==> config.mk <==
export PLATFORM = sky130hd
export DESIGN_NAME = mem_arbiter_flat
export DESIGN_NICKNAME = d
export VERILOG_FILES = /design/src/rtl/mem_arbiter_if.sv /design/src/rtl/mem_arbiter.sv /design/src/flat_wrapper.sv
export SDC_FILE = /design/constraint.sdc
export NUM_CORES = 1
export LEC_CHECK = 0
export ABC_AREA = 1
export CORE_ASPECT_RATIO = 0.8
export CORE_MARGIN = 5
export CORE_UTILIZATION = 43
export DETAILED_ROUTE_END_ITERATION = 8
export GPL_TIMING_DRIVEN = 1
export PLACE_DENSITY = 0.77
export SYNTH_ARGS = -nofsm -noshare
export SYNTH_HDL_FRONTEND = slang
export SYNTH_SLANG_ARGS = --single-unit
export TNS_END_PERCENT = 100
==> constraint.sdc <==
create_clock -name clk -period 1.7 [get_ports clk]
set_input_delay 0.17 -clock clk [delete_from_list [all_inputs] [get_ports clk]]
set_output_delay 0.17 -clock clk [all_outputs]
set_load 0.02 [all_outputs]
==> src/rtl/mem_arbiter_if.sv <==
// Bundle of the fetch port, the load/store port and the unified-memory port
// seen by mem_arbiter. The slave modport is the arbiter's view; the master
// modport is the view of the requesters and memory around it.
interface mem_arbiter_if;
    // fetch port
    logic        i_req;
    logic [31:0] i_addr;
    logic        i_gnt;
    logic        i_rvalid;
    logic [31:0] i_rdata;
    // load/store port
    logic        d_req;
    logic        d_we;
    logic [2:0]  d_op;
    logic [31:0] d_addr;
    logic [31:0] d_wdata;
    logic        d_gnt;
    logic        d_rvalid;
    logic [31:0] d_rdata;
    logic        d_err;
    // memory port
    logic        mem_we;
    logic        mem_addrsrc;
    logic [2:0]  mem_memop;
    logic [31:0] mem_addr;
    logic [31:0] mem_wd;
    logic [31:0] mem_rd;

    modport slave (
        input  i_req, i_addr, d_req, d_we, d_op, d_addr, d_wdata, mem_rd,
        output i_gnt, i_rvalid, i_rdata, d_gnt, d_rvalid, d_rdata, d_err,
               mem_we, mem_addrsrc, mem_memop, mem_addr, mem_wd
    );

    modport master (
        output i_req, i_addr, d_req, d_we, d_op, d_addr, d_wdata, mem_rd,
        input  i_gnt, i_rvalid, i_rdata, d_gnt, d_rvalid, d_rdata, d_err,
               mem_we, mem_addrsrc, mem_memop, mem_addr, mem_wd
    );
endinterface

==> src/rtl/mem_arbiter.sv <==
// Shares the unified instruction/data memory between fetch and load/store.
// One request is granted per arbitration (IDLE or RESP), the command drives
// the memory for exactly one ACCESS cycle, and the result is returned with a
// one-cycle rvalid in RESP. Data has priority; a saturating starvation count
// hands the next arbitration to fetch after STARVE_MAX consecutive losses.
module mem_arbiter #(
    parameter int unsigned STARVE_MAX = 4
) (
    input  logic          clk,
    input  logic          reset_n,
    mem_arbiter_if.slave  bus
);
    localparam logic [3:0] STARVE_LIM = 4'(STARVE_MAX);
    localparam logic [2:0] OP_W       = 3'b011;

    typedef enum logic [1:0] {IDLE, ACCESS, RESP} state_t;

    typedef struct packed {
        logic        fetch;
        logic        we;
        logic        err;
        logic [2:0]  op;
        logic [31:0] addr;
        logic [31:0] wd;
    } cmd_t;

    state_t      r_state, w_next;
    cmd_t        r_cmd, w_cmd;
    logic [3:0]  r_starve;
    logic [31:0] r_i_rdata, r_d_rdata;

    logic w_arb, w_below, w_i_win, w_d_win;

    // Illegal op for the direction, or misaligned halfword/word.
    function automatic logic f_illegal(input logic we, input logic [2:0] op,
                                       input logic [1:0] a);
        logic bad;
        if (we) bad = !(op inside {3'b001, 3'b010, 3'b011});
        else    bad = !(op inside {3'b001, 3'b010, 3'b011, 3'b100, 3'b101});
        if ((op == 3'b010 || op == 3'b101) && a[0]) bad = 1'b1;
        if (op == 3'b011 && a != 2'b00)             bad = 1'b1;
        return bad;
    endfunction

    // Arbitration: data first unless fetch has lost STARVE_MAX times in a row.
    always_comb begin
        w_arb   = (r_state != ACCESS);
        w_below = (r_starve < STARVE_LIM);
        w_d_win = w_arb && bus.d_req && (w_below || !bus.i_req);
        w_i_win = w_arb && bus.i_req && !(bus.d_req && w_below);
    end

    // Next state, command capture and grants.
    always_comb begin
        w_next    = r_state;
        w_cmd     = r_cmd;
        bus.i_gnt = 1'b0;
        bus.d_gnt = 1'b0;
        case (r_state)
            IDLE, RESP: begin
                if (w_i_win) begin
                    bus.i_gnt = 1'b1;
                    w_cmd     = '{fetch: 1'b1, we: 1'b0, err: 1'b0, op: OP_W,
                                  addr: bus.i_addr, wd: 32'd0};
                    w_next    = ACCESS;
                end else if (w_d_win) begin
                    bus.d_gnt = 1'b1;
                    w_cmd     = '{fetch: 1'b0, we: bus.d_we,
                                  err: f_illegal(bus.d_we, bus.d_op, bus.d_addr[1:0]),
                                  op: bus.d_op, addr: bus.d_addr, wd: bus.d_wdata};
                    w_next    = ACCESS;
                end else begin
                    w_next    = IDLE;
                end
            end
            ACCESS:  w_next = RESP;
            default: w_next = IDLE;
        endcase
    end

    // Memory drive: registered command during ACCESS, idle values otherwise.
    // Fetch word-aligns its address by dropping the low two bits.
    always_comb begin
        bus.mem_we      = 1'b0;
        bus.mem_addrsrc = 1'b0;
        bus.mem_memop   = OP_W;
        bus.mem_addr    = 32'd0;
        bus.mem_wd      = 32'd0;
        if (r_state == ACCESS) begin
            bus.mem_we      = !r_cmd.fetch && r_cmd.we && !r_cmd.err;
            bus.mem_addrsrc = !r_cmd.fetch;
            bus.mem_memop   = r_cmd.fetch ? OP_W : r_cmd.op;
            bus.mem_addr    = r_cmd.fetch ? {r_cmd.addr[31:2], 2'b00} : r_cmd.addr;
            bus.mem_wd      = r_cmd.wd;
        end
    end

    // Response to the owner of the command that just finished its access.
    always_comb begin
        bus.i_rvalid = (r_state == RESP) && r_cmd.fetch;
        bus.d_rvalid = (r_state == RESP) && !r_cmd.fetch;
        bus.d_err    = bus.d_rvalid && r_cmd.err;
        bus.i_rdata  = r_i_rdata;
        bus.d_rdata  = r_d_rdata;
    end

    // State, command and starvation count.
    always_ff @(posedge clk or negedge reset_n) begin
        if (!reset_n) begin
            r_state  <= IDLE;
            r_cmd    <= '{fetch: 1'b0, we: 1'b0, err: 1'b0, op: OP_W,
                          addr: 32'd0, wd: 32'd0};
            r_starve <= 4'd0;
        end else begin
            r_state <= w_next;
            r_cmd   <= w_cmd;
            if (w_i_win)
                r_starve <= 4'd0;
            else if (w_d_win && bus.i_req && r_starve != 4'hF)
                r_starve <= r_starve + 4'd1;
        end
    end

    // Response data captured at the end of ACCESS; held until the next
    // response to the same port. Stores and errors return zero.
    always_ff @(posedge clk or negedge reset_n) begin
        if (!reset_n) begin
            r_i_rdata <= 32'd0;
            r_d_rdata <= 32'd0;
        end else if (r_state == ACCESS) begin
            if (r_cmd.fetch)
                r_i_rdata <= bus.mem_rd;
            else
                r_d_rdata <= (r_cmd.we || r_cmd.err) ? 32'd0 : bus.mem_rd;
        end
    end
endmodule

==> src/flat_wrapper.sv <==
// flat-port wrapper written by rule: the top's interface ports become plain ports
module mem_arbiter_flat 
#(
    parameter int unsigned STARVE_MAX = 4
)
  (clk, reset_n, bus_i_req, bus_i_addr, bus_d_req, bus_d_we, bus_d_op, bus_d_addr, bus_d_wdata, bus_mem_rd, bus_i_gnt, bus_i_rvalid, bus_i_rdata, bus_d_gnt, bus_d_rvalid, bus_d_rdata, bus_d_err, bus_mem_we, bus_mem_addrsrc, bus_mem_memop, bus_mem_addr, bus_mem_wd);
  mem_arbiter_if bus_i ();
  input  logic clk;
  input  logic reset_n;
  input wire logic [$bits(bus_i.i_req)-1:0] bus_i_req;
  input wire logic [$bits(bus_i.i_addr)-1:0] bus_i_addr;
  input wire logic [$bits(bus_i.d_req)-1:0] bus_d_req;
  input wire logic [$bits(bus_i.d_we)-1:0] bus_d_we;
  input wire logic [$bits(bus_i.d_op)-1:0] bus_d_op;
  input wire logic [$bits(bus_i.d_addr)-1:0] bus_d_addr;
  input wire logic [$bits(bus_i.d_wdata)-1:0] bus_d_wdata;
  input wire logic [$bits(bus_i.mem_rd)-1:0] bus_mem_rd;
  output wire logic [$bits(bus_i.i_gnt)-1:0] bus_i_gnt;
  output wire logic [$bits(bus_i.i_rvalid)-1:0] bus_i_rvalid;
  output wire logic [$bits(bus_i.i_rdata)-1:0] bus_i_rdata;
  output wire logic [$bits(bus_i.d_gnt)-1:0] bus_d_gnt;
  output wire logic [$bits(bus_i.d_rvalid)-1:0] bus_d_rvalid;
  output wire logic [$bits(bus_i.d_rdata)-1:0] bus_d_rdata;
  output wire logic [$bits(bus_i.d_err)-1:0] bus_d_err;
  output wire logic [$bits(bus_i.mem_we)-1:0] bus_mem_we;
  output wire logic [$bits(bus_i.mem_addrsrc)-1:0] bus_mem_addrsrc;
  output wire logic [$bits(bus_i.mem_memop)-1:0] bus_mem_memop;
  output wire logic [$bits(bus_i.mem_addr)-1:0] bus_mem_addr;
  output wire logic [$bits(bus_i.mem_wd)-1:0] bus_mem_wd;
  assign bus_i.i_req = bus_i_req;
  assign bus_i.i_addr = bus_i_addr;
  assign bus_i.d_req = bus_d_req;
  assign bus_i.d_we = bus_d_we;
  assign bus_i.d_op = bus_d_op;
  assign bus_i.d_addr = bus_d_addr;
  assign bus_i.d_wdata = bus_d_wdata;
  assign bus_i.mem_rd = bus_mem_rd;
  assign bus_i_gnt = bus_i.i_gnt;
  assign bus_i_rvalid = bus_i.i_rvalid;
  assign bus_i_rdata = bus_i.i_rdata;
  assign bus_d_gnt = bus_i.d_gnt;
  assign bus_d_rvalid = bus_i.d_rvalid;
  assign bus_d_rdata = bus_i.d_rdata;
  assign bus_d_err = bus_i.d_err;
  assign bus_mem_we = bus_i.mem_we;
  assign bus_mem_addrsrc = bus_i.mem_addrsrc;
  assign bus_mem_memop = bus_i.mem_memop;
  assign bus_mem_addr = bus_i.mem_addr;
  assign bus_mem_wd = bus_i.mem_wd;
  mem_arbiter #(.STARVE_MAX(STARVE_MAX)) u_core (.clk(clk), .reset_n(reset_n), .bus(bus_i));
endmodule
==> flow_summary.yaml <==
run_status:
  outcome: "finished, violations left"
  violations: "setup timing"
detailed_routing:
  drt-initial-drc-count: 381
  antenna_left: 0
  drc: 0
  vias_per_cell: 4.76
  first_pass_iters: 6
  vias: 6483
  drt_wl_total_um: 21300
  avgRoutedWirePerCell_um: 15.6
pwr:
  internal_power_uw: 9230
  combPwrFrac_pct: 37.0
  power_uw: 14200
  sw_frac_of_total_pct: 35.0
  vdd_ir_drop_max_v: 0.000846
  powerDensity_nw_per_um2: 1390
  pwr-share-clk_pct: 28.7
  power_frac_seq_pct: 34.2
  p_sw_uw: 4980
  leakage_uw: 0.00532
critical_path:
  worst_r2r_path_depth: 6
  reg2reg_slack_ps: 80
  crit_chain: "nor2_8 -> inv_8 -> nor2_8 -> inv_2 -> or2_1 -> buf_6"
  r2r-start: "u_core.r_state[1]"
  cp_num_cells: 6
  cp_common_cell: "nor2_8"
  crit_fanout: 8
  crit_buf_inv: 3
  crit_path_top_delay_cell: "dfrtp_2"
  cp-start-kind: "flop"
  timing.rr.end: "u_core.bus.i_rdata[16]"
  cpPeakStageDelay_ps: 440
  required_ps: 1530
  worstSetupPathType: "flop to primary output"
  endpoint_kind: "primary output"
  critPathTopFamily: "simple AND/OR/NAND/NOR gates"
  critPathArrivalTime_ps: 1560
finish:
  drive_gt1_share_pct: 15.4
  fin_cells: 1361
  nets: 1275
  antenna_cells: 0
  syn_to_final_growth_pct: 54.3
  fillCellCount: 1265
sta:
  relSlewSlack_pct: 72.2
  max_freq_mhz: 577
  final_hold_viol_count: 0
  tightest_slew_ps: 417
  holdWs_ps: 239
  drv_slew: 0
  grt_setup_unrepaired: "true"
  min_period_ps: 1730
  fin_ws_ps: -33.5
  finalSetupViolations: 2
  finalCritPeriodShare_pct: 102
  skew_ps: 12.7
clock_tree:
  cts.path.max_buffers: 2
  htreeDepth: 4
  cts_sinks: 140
  clock_latency_ps: 410
  tritoncts: "yes"
  cts_root_buf: "clkbuf_16"
  cts_buffers: 17
  path_clk_slew_ps: 60
hold_path:
  hold_class: "primary input to asynchronous set/reset pin"
floorplan:
  dieWidth_um: 149
  core_area_um2: 15100
  rows: 40
  dieArea_um2: 18000
  start_util_pct: 44.0
  die-height_um: 121
  io_pins: 274
global_route:
  grt_pass1_vias: 6418
  grt_max_degree: 44
  gr-usage-all-layers_pct: 23.6
  grt_pass1_wl_um: 33500
  antenna_found_initial: 0
  grt-ovfl-total: 0
logic_synthesis:
  ys_seq_area_share_pct: 52.9
  ys_types: 24
  synth_warnings: 0
  avgSynthCellArea_um2: 7.63
  ys_seq_elements: 140
  syn-cell-area_um2: 6620
  synth_nets: 1005
  postSynthCellCount: 868
place:
  io_buffer_count: 273
  place_inst: 1326
  dp_hpwl_um: 14800
  gp_congestion: 0.855
run:
  max_cap_viol_count: 0
-- routing by layer --
layer | GRT usage (%) | wire (um) | vias up
met3 | 8.66 | 2170 | 26
li1 | - | - | 3170
met5 | 0 | 0 | -
met2 | 36.8 | 9820 | 276
met4 | 7.26 | 493 | 0
met1 | 30.8 | 8780 | 3011
-- cell families (layout without fill, tap and decap cells) --
logic type,count (synthesis),count (layout),synth area share [%]
flops,140,140,52.9
simple gates,495,495,31.3
fa+ha+maj,1,1,0.189
compound gates,42,42,3.29
buf+inv,190,473,12.3
-- repair_timing --
item                                    in CTS  in global routing
cloned                                       1                  0
buffers inserted                             2                  0
endpoints found under the setup margin      73                162
pin swaps                                    1                  0
endpoints found under the hold margin       39                  0
hold buffers                                 1                  0
resized for setup                          325                 74
-- worst max path at each step --
stage | end | from | slack, ps
2_1_floorplan | bus_d_err | u_core.r_cmd[69] | 130
6_report | bus_mem_memop[0] | u_core.r_state[1] | -30
4_1_cts | bus_mem_memop[0] | u_core.r_state[1] | -60
3_5_place_dp | bus_d_gnt | bus_i_req | -250
5_1_grt | bus_mem_memop[0] | u_core.r_state[0] | -140
3_3_place_gp | bus_i_gnt | bus_i_req | -180
-- synth_stat cells --
cell type	n	area [um^2]
a21oi_1	2	10.0
dfstp_2	2	52.6
buf_6	7	78.8
buf_2	17	85.1
nand2_1	280	1050
buf_1	2	7.51
o21ai_0	26	130
nor3_1	2	10.0
clkbuf_1	18	67.6
dfrtp_1	138	3450
o21ai_2	1	8.76
nor2_8	2	40.0
o21ai_1	12	60.1
nand2_2	1	6.26
ha_1	1	12.5
a21oi_2	1	8.76
nand4_1	2	12.5
and2_1	1	6.26
inv_2	4	15.0
or2_1	2	12.5
nor2_1	74	278
nand3_1	131	656
inv_1	135	507
buf_4	7	52.6
-- stage by stage --
stage / utilization [%] / cell area [um^2] / setup TNS, ps / setup slack [ps]
6_report: 67.8 / 10200 / -62.3 / -33.5
2_1_floorplan: - / 6620 / 0 / 125
5_1_grt: 67.8 / 10200 / -3190 / -139
3_3_place_gp: 63.7 / 9600 / -11230 / -176
4_1_cts: 66.6 / 10000 / -120 / -64.9
3_5_place_dp: 63.7 / 9600 / -16640 / -248
-- cell usage in the layout (no fill, tap or decap), drive strengths merged --
| cell | n |
|---|---|
| nand4 | 2 |
| nor3 | 2 |
| ha | 1 |
| nand2 | 281 |
| clkbuf | 19 |
| bufinv | 5 |
| dfrtp | 138 |
| a21oi | 3 |
| inv | 141 |
| clkinvlp | 1 |
| dfstp | 2 |
| nand3 | 131 |
| or2 | 2 |
| dlygate4sd3 | 1 |
| and2 | 1 |
| clkinv | 6 |
| clkdlybuf4s50 | 198 |
| o21ai | 39 |
| buf | 102 |
| nor2 | 76 |
-- power by group through the flow --
stage / Sequential, uW / Clock, uW / Combinational [uW]
finish: 4860 / 4080 / 5260
global route: 4980 / 4290 / 5720
CTS: 4850 / 4150 / 5190
detailed placement: 4900 / 0 / 5250
global placement: 4860 / 0 / 5190
floorplan: 5590 / 0 / 1870
-- area by class of cell --
cell class | instances | area (um^2) | area share [%]
clock buffers | 18 | 429 | 4.20
clock inverters | 14 | 216 | 2.12
flip-flops and latches | 140 | 3510 | 34.3
well taps | 210 | 263 | 2.57
repair buffers | 302 | 2870 | 28.1
multi-input cells | 538 | 2400 | 23.5
inverters | 139 | 529 | 5.18
-- registers in the layout (all words and copies together) (netlist names) --
| name | count |
|---|---|
| u_core.bus.i_rdata | 32 |
| u_core.r_state | 2 |
| u_core.r_starve | 4 |
| u_core.bus.d_rdata | 32 |
| u_core.r_cmd | 70 |
No activity file was read; power rests on OpenSTA's default activity.
